===== src/rtl/ao_vector_sequencer_if.sv =====
// Signal bundle between the AND-OR cell sequencer and its surroundings.
// The master side is the sequencer; the slave side owns start and the cell output w.
`timescale 1ns/1ps
interface ao_vector_sequencer_if #(
   parameter int LAT_W = 4
);
   logic             start;
   logic             w;
   logic             a;
   logic             b;
   logic             c;
   logic             busy;
   logic             done;
   logic             pass;
   logic [3:0]       err_count;
   logic [LAT_W-1:0] max_lat;
   logic [2:0]       cur_idx;

   modport master (
      input  start, w,
      output a, b, c, busy, done, pass, err_count, max_lat, cur_idx
   );

   modport slave (
      output start, w,
      input  a, b, c, busy, done, pass, err_count, max_lat, cur_idx
   );
endinterface


===== src/rtl/ao_vector_sequencer.sv =====
// On-chip stimulus/check controller for the AND-OR cell w = (a & b) | c: walks the
// 8 input vectors in Gray order, measures settling latency and reports pass/fail.
`timescale 1ns/1ps
module ao_vector_sequencer #(
   parameter int TIMEOUT = 15,
   parameter int LAT_W   = 4
) (
   input logic                   clk,
   input logic                   rst_n,
   ao_vector_sequencer_if.master bus
);

   typedef enum logic [2:0] {
      IDLE  = 3'd0,
      DRIVE = 3'd1,
      WAIT  = 3'd2,
      CHECK = 3'd3,
      DONE  = 3'd4
   } state_t;

   localparam logic [LAT_W-1:0] TIMEOUT_L = LAT_W'(TIMEOUT);

   // Gray-coded vector for an index, returned as {a, b, c}.
   function automatic logic [2:0] gray_vec(input logic [2:0] idx);
      return idx ^ {1'b0, idx[2:1]};
   endfunction

   // Reference behaviour of the cell for a given {a, b, c}.
   function automatic logic ao_eval(input logic [2:0] abc);
      return (abc[2] & abc[1]) | abc[0];
   endfunction

   state_t           state_r, state_s;
   logic             sync1_r, sync2_r;
   logic             w_s;
   logic [2:0]       abc_r, abc_s;
   logic [2:0]       idx_r, idx_s;
   logic [LAT_W-1:0] lat_r, lat_s;
   logic [LAT_W-1:0] max_lat_r, max_lat_s;
   logic [3:0]       err_r, err_s;
   logic             timeout_r, timeout_s;
   logic             busy_r, busy_s;
   logic             done_r, done_s;
   logic             pass_r, pass_s;
   logic             exp_s;

   assign w_s   = sync2_r;
   assign exp_s = ao_eval(abc_r);

   // Two-flop synchroniser for the asynchronous cell output.
   always_ff @(posedge clk or negedge rst_n) begin
      if (!rst_n) begin
         sync1_r <= 1'b0;
         sync2_r <= 1'b0;
      end else begin
         sync1_r <= bus.w;
         sync2_r <= sync1_r;
      end
   end

   // Sequencer state and all registered outputs.
   always_ff @(posedge clk or negedge rst_n) begin
      if (!rst_n) begin
         state_r   <= IDLE;
         abc_r     <= 3'b000;
         idx_r     <= 3'd0;
         lat_r     <= '0;
         max_lat_r <= '0;
         err_r     <= 4'd0;
         timeout_r <= 1'b0;
         busy_r    <= 1'b0;
         done_r    <= 1'b0;
         pass_r    <= 1'b0;
      end else begin
         state_r   <= state_s;
         abc_r     <= abc_s;
         idx_r     <= idx_s;
         lat_r     <= lat_s;
         max_lat_r <= max_lat_s;
         err_r     <= err_s;
         timeout_r <= timeout_s;
         busy_r    <= busy_s;
         done_r    <= done_s;
         pass_r    <= pass_s;
      end
   end

   // Next-state and next-output logic.
   always_comb begin
      state_s   = state_r;
      abc_s     = abc_r;
      idx_s     = idx_r;
      lat_s     = lat_r;
      max_lat_s = max_lat_r;
      err_s     = err_r;
      timeout_s = timeout_r;
      done_s    = 1'b0;
      pass_s    = pass_r;

      case (state_r)
         IDLE: begin
            if (bus.start) begin
               err_s     = 4'd0;
               max_lat_s = '0;
               pass_s    = 1'b0;
               idx_s     = 3'd0;
               state_s   = DRIVE;
            end else begin
               state_s   = IDLE;
            end
         end
         DRIVE: begin
            abc_s   = gray_vec(idx_r);
            lat_s   = '0;
            state_s = WAIT;
         end
         WAIT: begin
            // A match wins over the timeout on the final allowed cycle.
            if (w_s == exp_s) begin
               state_s = CHECK;
            end else if (lat_r == TIMEOUT_L) begin
               timeout_s = 1'b1;
               state_s   = CHECK;
            end else begin
               lat_s = lat_r + {{(LAT_W-1){1'b0}}, 1'b1};
            end
         end
         CHECK: begin
            if (timeout_r) begin
               err_s = err_r + 4'd1;
            end else if (lat_r > max_lat_r) begin
               max_lat_s = lat_r;
            end else begin
               max_lat_s = max_lat_r;
            end
            timeout_s = 1'b0;
            if (idx_r == 3'd7) begin
               done_s  = 1'b1;
               pass_s  = (err_s == 4'd0);
               state_s = DONE;
            end else begin
               idx_s   = idx_r + 3'd1;
               state_s = DRIVE;
            end
         end
         DONE: begin
            state_s = IDLE;
         end
         default: begin
            state_s = IDLE;
         end
      endcase

      busy_s = (state_s != IDLE);
   end

   assign bus.a         = abc_r[2];
   assign bus.b         = abc_r[1];
   assign bus.c         = abc_r[0];
   assign bus.busy      = busy_r;
   assign bus.done      = done_r;
   assign bus.pass      = pass_r;
   assign bus.err_count = err_r;
   assign bus.max_lat   = max_lat_r;
   assign bus.cur_idx   = idx_r;

endmodule


===== src/flat_wrapper.sv =====
// flat-port wrapper written by rule: the top's interface ports become plain ports
module ao_vector_sequencer_flat 
#(
   parameter int TIMEOUT = 15,
   parameter int LAT_W   = 4
)
  (clk, rst_n, bus_start, bus_w, bus_a, bus_b, bus_c, bus_busy, bus_done, bus_pass, bus_err_count, bus_max_lat, bus_cur_idx);
  ao_vector_sequencer_if #(.LAT_W(LAT_W)) bus_i ();
  input logic clk;
  input logic rst_n;
  input wire logic [$bits(bus_i.start)-1:0] bus_start;
  input wire logic [$bits(bus_i.w)-1:0] bus_w;
  output wire logic [$bits(bus_i.a)-1:0] bus_a;
  output wire logic [$bits(bus_i.b)-1:0] bus_b;
  output wire logic [$bits(bus_i.c)-1:0] bus_c;
  output wire logic [$bits(bus_i.busy)-1:0] bus_busy;
  output wire logic [$bits(bus_i.done)-1:0] bus_done;
  output wire logic [$bits(bus_i.pass)-1:0] bus_pass;
  output wire logic [$bits(bus_i.err_count)-1:0] bus_err_count;
  output wire logic [$bits(bus_i.max_lat)-1:0] bus_max_lat;
  output wire logic [$bits(bus_i.cur_idx)-1:0] bus_cur_idx;
  assign bus_i.start = bus_start;
  assign bus_i.w = bus_w;
  assign bus_a = bus_i.a;
  assign bus_b = bus_i.b;
  assign bus_c = bus_i.c;
  assign bus_busy = bus_i.busy;
  assign bus_done = bus_i.done;
  assign bus_pass = bus_i.pass;
  assign bus_err_count = bus_i.err_count;
  assign bus_max_lat = bus_i.max_lat;
  assign bus_cur_idx = bus_i.cur_idx;
  ao_vector_sequencer #(.TIMEOUT(TIMEOUT), .LAT_W(LAT_W)) u_core (.clk(clk), .rst_n(rst_n), .bus(bus_i));
endmodule

===== config.mk =====
export PLATFORM = sky130hd
export DESIGN_NAME = ao_vector_sequencer_flat
export DESIGN_NICKNAME = d
export VERILOG_FILES = /design/src/rtl/ao_vector_sequencer_if.sv /design/src/rtl/ao_vector_sequencer.sv /design/src/flat_wrapper.sv
export SDC_FILE = /design/constraint.sdc
export NUM_CORES = 1
export LEC_CHECK = 0
export BUFFER_PORTS_ARGS = -buffer_cell sky130_fd_sc_hd__clkbuf_2
export CAP_MARGIN = 15
export CORE_ASPECT_RATIO = 2
export CORE_MARGIN = 5
export CORE_UTILIZATION = 50
export CTS_CLUSTER_SIZE = 8
export DETAILED_ROUTE_END_ITERATION = 7
export GPL_ROUTABILITY_DRIVEN = 0
export PLACE_DENSITY = 0.77
export REMOVE_ABC_BUFFERS = 1
export SETUP_SLACK_MARGIN = 0.02
export SLEW_MARGIN = 20
export SYNTH_ARGS = -nofsm -noshare
export SYNTH_HDL_FRONTEND = slang
export SYNTH_SLANG_ARGS = --single-unit
export TNS_END_PERCENT = 50

===== constraint.sdc =====
create_clock -name clk -period 2.1 [get_ports clk]
set_clock_uncertainty 0.1 [all_clocks]
set_input_delay 0.42 -clock clk [delete_from_list [all_inputs] [get_ports clk]]
set_output_delay 0.42 -clock clk [all_outputs]
set_load 0.02 [all_outputs]

==> results.txt <==
Final setup fails - 0
Initial Util - 0.512
Outcome - complete, no violations
First-pass GRT wire length - 4870 µm
Hold_buf cts - 0
Core area - 0.00274 mm²
GRT overflow - 0
Fmax - 524 MHz
Vias in the first global route - 1082
Top FF cell, synth - dfrtp_1
Slew HR - 0.554
Nets@finish - 158
Final wirelength - 2660 µm
Clock slew at reported path FFs - 0.09 ns
Hold Fails Final Rpt - 0
CP arrival - 1.97 ns
Share of layout cells above drive strength 1 - 0.303
DRT Pass-1 Iters - 4
Comb pwr share - 0.435
Number of distinct library cells after synthesis - 39
IO Count - 21
Clock Power Share - 0.155
Largest net degree at the start of global routing - 28
Dpl cells - 170
Sequential area share after synthesis - 0.483
Initial antenna violation count - 0
Critical Path RT - 2.16 ns
Mapped Avg Cell Area - 11.3 µm²
Gate Count Post-Synth - 124
Worst slew pin tran - 0.669 ns
Die H - 84.8 µm
Switch share - 0.402
RSZ-0062 raised after global routing - false
Cts repair resizes - 0
Die area - 0.00402 mm²
Residual DRC count - 0
H-tree depth - 1
Antenna-violating nets left - 0
Ys Warns - 0
Cell taking the most area after synthesis - dfrtp_1
Max cap viols - 0
Die X - 47.4 µm
Post-DP HPWL - 2060 µm
Worst Setup Slack post-DPL - 0.209 ns
P_int - 0.00113 W
Pleak - 0.734 nW
Reg2Reg Setup Slack - 0.19 ns
Num rows - 27
Reg-to-Reg Start - u_core.lat_r[3]
RR Endpoint - u_core.bus.max_lat[2]
Synth top area share - 0.483
I/O Buffers - 20
Yosys reg bits - 27
GR Util All Layers - 0.163
Clock Tree Buf Depth - 2
CTS tree - done
Final std cells w/o fill - 174
Switching pwr - 0.000760 W
CTS sink cnt - 27
Iteration-0 DRC Markers - 11
Clock latency on the worst-skew pair - 0.27 ns
Layout area overhead - 10.8%
VDD IR-drop max - 0.930 mV
Via Count - 1023
Part of the power in registers - 0.410
Syn Std Cell Area - 0.00140 mm²
Most common cell after layout, fill and taps aside - dfrtp_1
DR vias/cell - 5.88
Final WS setup - 0.192 ns
Post-CTS setup repair buffer count - 0
Hold Slack - 0.0614 ns
Ranking of synthesized cells by area - dfrtp_1 48%, ha_1 7.1%, mux2_2 4.8%
Crit end category - flip-flop
CP Max Fanout - 6
Async set-or-reset flop fraction in the synthesized netlist - 1.00
Ant. Diodes - 0
Final Critical Period - 1.91 ns
R2r worst-path depth - 5
Max-slew violation count - 0
Number of synthesized flops with an enable pin - 0
CTS buffer count - 3
Commonest cells after routing, fill and taps aside - 27 x dfrtp_1, 20 x clkbuf_2, 8 x ha_1
Setup crit start kind - flip-flop
Sum of negative setup slack - 0 ns
Drt wl/cell - 15.3 µm
Pwr/cell area - 1220 mW/mm²
HP Class - in2async
Period utilization - 0.908
Critical path class - reg2reg
Root buffer cell - clkbuf_8
==> power by group through the flow <==
stage	clock [W]	combinational, W	sequential [W]
2_1_floorplan	0	0.000524	0.000857
3_3_place_gp	0	0.000804	0.000779
3_5_place_dp	0	0.000835	0.000788
4_1_cts	0.000299	0.000837	0.000779
5_1_grt	0.000323	0.000913	0.000807
6_report	0.000293	0.000824	0.000776
==> sequential cells by signal (all words and copies together), names as in the netlist <==
signal                cells
u_core.abc_r              3
u_core.bus.busy           1
u_core.bus.cur_idx        3
u_core.bus.done           1
u_core.bus.err_count      4
u_core.bus.max_lat        4
u_core.bus.pass           1
u_core.lat_r              4
u_core.state_r            3
u_core.sync1_r            1
u_core.sync2_r            1
u_core.timeout_r          1
==> metal layers <==
| metal | vias to the layer above | GRT usage | part of all wire |
|---|---|---|---|
| li1 | 484 | - | - |
| met1 | 510 | 0.186 | 0.36 |
| met4 | 0 | 0.0856 | 0.026 |
| met5 | - | 0 | 0 |
| met2 | 22 | 0.275 | 0.58 |
| met3 | 7 | 0.0234 | 0.036 |
==> worst max-delay path by stage <==
stage                     slack, ns                     to                  start  cells after the start
after detailed placement       0.21  u_core.bus.max_lat[2]        u_core.lat_r[3]                      5
after global placement         0.30  u_core.bus.max_lat[2]        u_core.lat_r[3]                      5
after floorplan                0.24  u_core.bus.max_lat[1]  u_core.bus.max_lat[3]                      6
final                          0.19  u_core.bus.max_lat[2]        u_core.lat_r[3]                      5
after global routing           0.07  u_core.bus.max_lat[3]        u_core.lat_r[3]                      5
after CTS                      0.19  u_core.bus.max_lat[2]        u_core.lat_r[3]                      5
==> cells in the mapped netlist, types with 2 or more instances <==
| master | number |
|---|---|
| nand2_1 | 7 |
| nor3_1 | 3 |
| o21ai_0 | 3 |
| a22o_1 | 2 |
| xnor2_1 | 3 |
| nor2_2 | 2 |
| inv_1 | 5 |
| nand2b_1 | 2 |
| a21oi_1 | 5 |
| nand3_1 | 2 |
| ha_1 | 8 |
| o22ai_1 | 2 |
| nor2_1 | 6 |
| nand3b_1 | 2 |
| nor2b_1 | 3 |
| xor2_1 | 2 |
| and2_2 | 2 |
| nand4_1 | 2 |
| nor3b_2 | 3 |
| a41oi_1 | 2 |
| buf_6 | 2 |
| mux2_2 | 6 |
| mux2i_1 | 3 |
| and3_1 | 2 |
| a31oi_1 | 4 |
| buf_4 | 2 |
| dfrtp_1 | 27 |
==> logic make-up (layout without fill, tap and decap cells) <==
| kind of cell | Yosys count | in the layout | synth area share |
|---|---|---|---|
| fa+ha+maj | 8 | 8 | 0.0715 |
| xor+xnor | 5 | 5 | 0.0313 |
| buf+inv | 9 | 30 | 0.0402 |
| mux | 9 | 9 | 0.0697 |
| simple gates | 41 | 41 | 0.176 |
| flops | 27 | 27 | 0.483 |
| compound gates | 25 | 25 | 0.129 |
==> per-stage QoR <==
stage	utilization	total power (W)	cell area, µm²
final	0.567	0.00189	1550
after global routing	0.567	0.00204	1550
after CTS	0.567	0.00192	1550
after detailed placement	0.551	0.00162	1510
after global placement	0.551	0.00158	1510
after floorplan	-	0.00138	1360
==> worst max-delay path: stages (launching register included) <==
cell     delay, ns
dfrtp_1       0.45
ha_1          0.34
a41oi_1       0.26
nand2_2       0.10
a21oi_4       0.19
mux2_2        0.36
==> cell type report <==
type                    instances  area [µm²]
well taps                      29        36.3
clock buffers                   4        45.0
multi-input cells              88         668
repair buffers                 21         108
inverters                       5        18.8
flip-flops and latches         27         676
fillers                       229        1180
(Power assumes the default switching activity.)
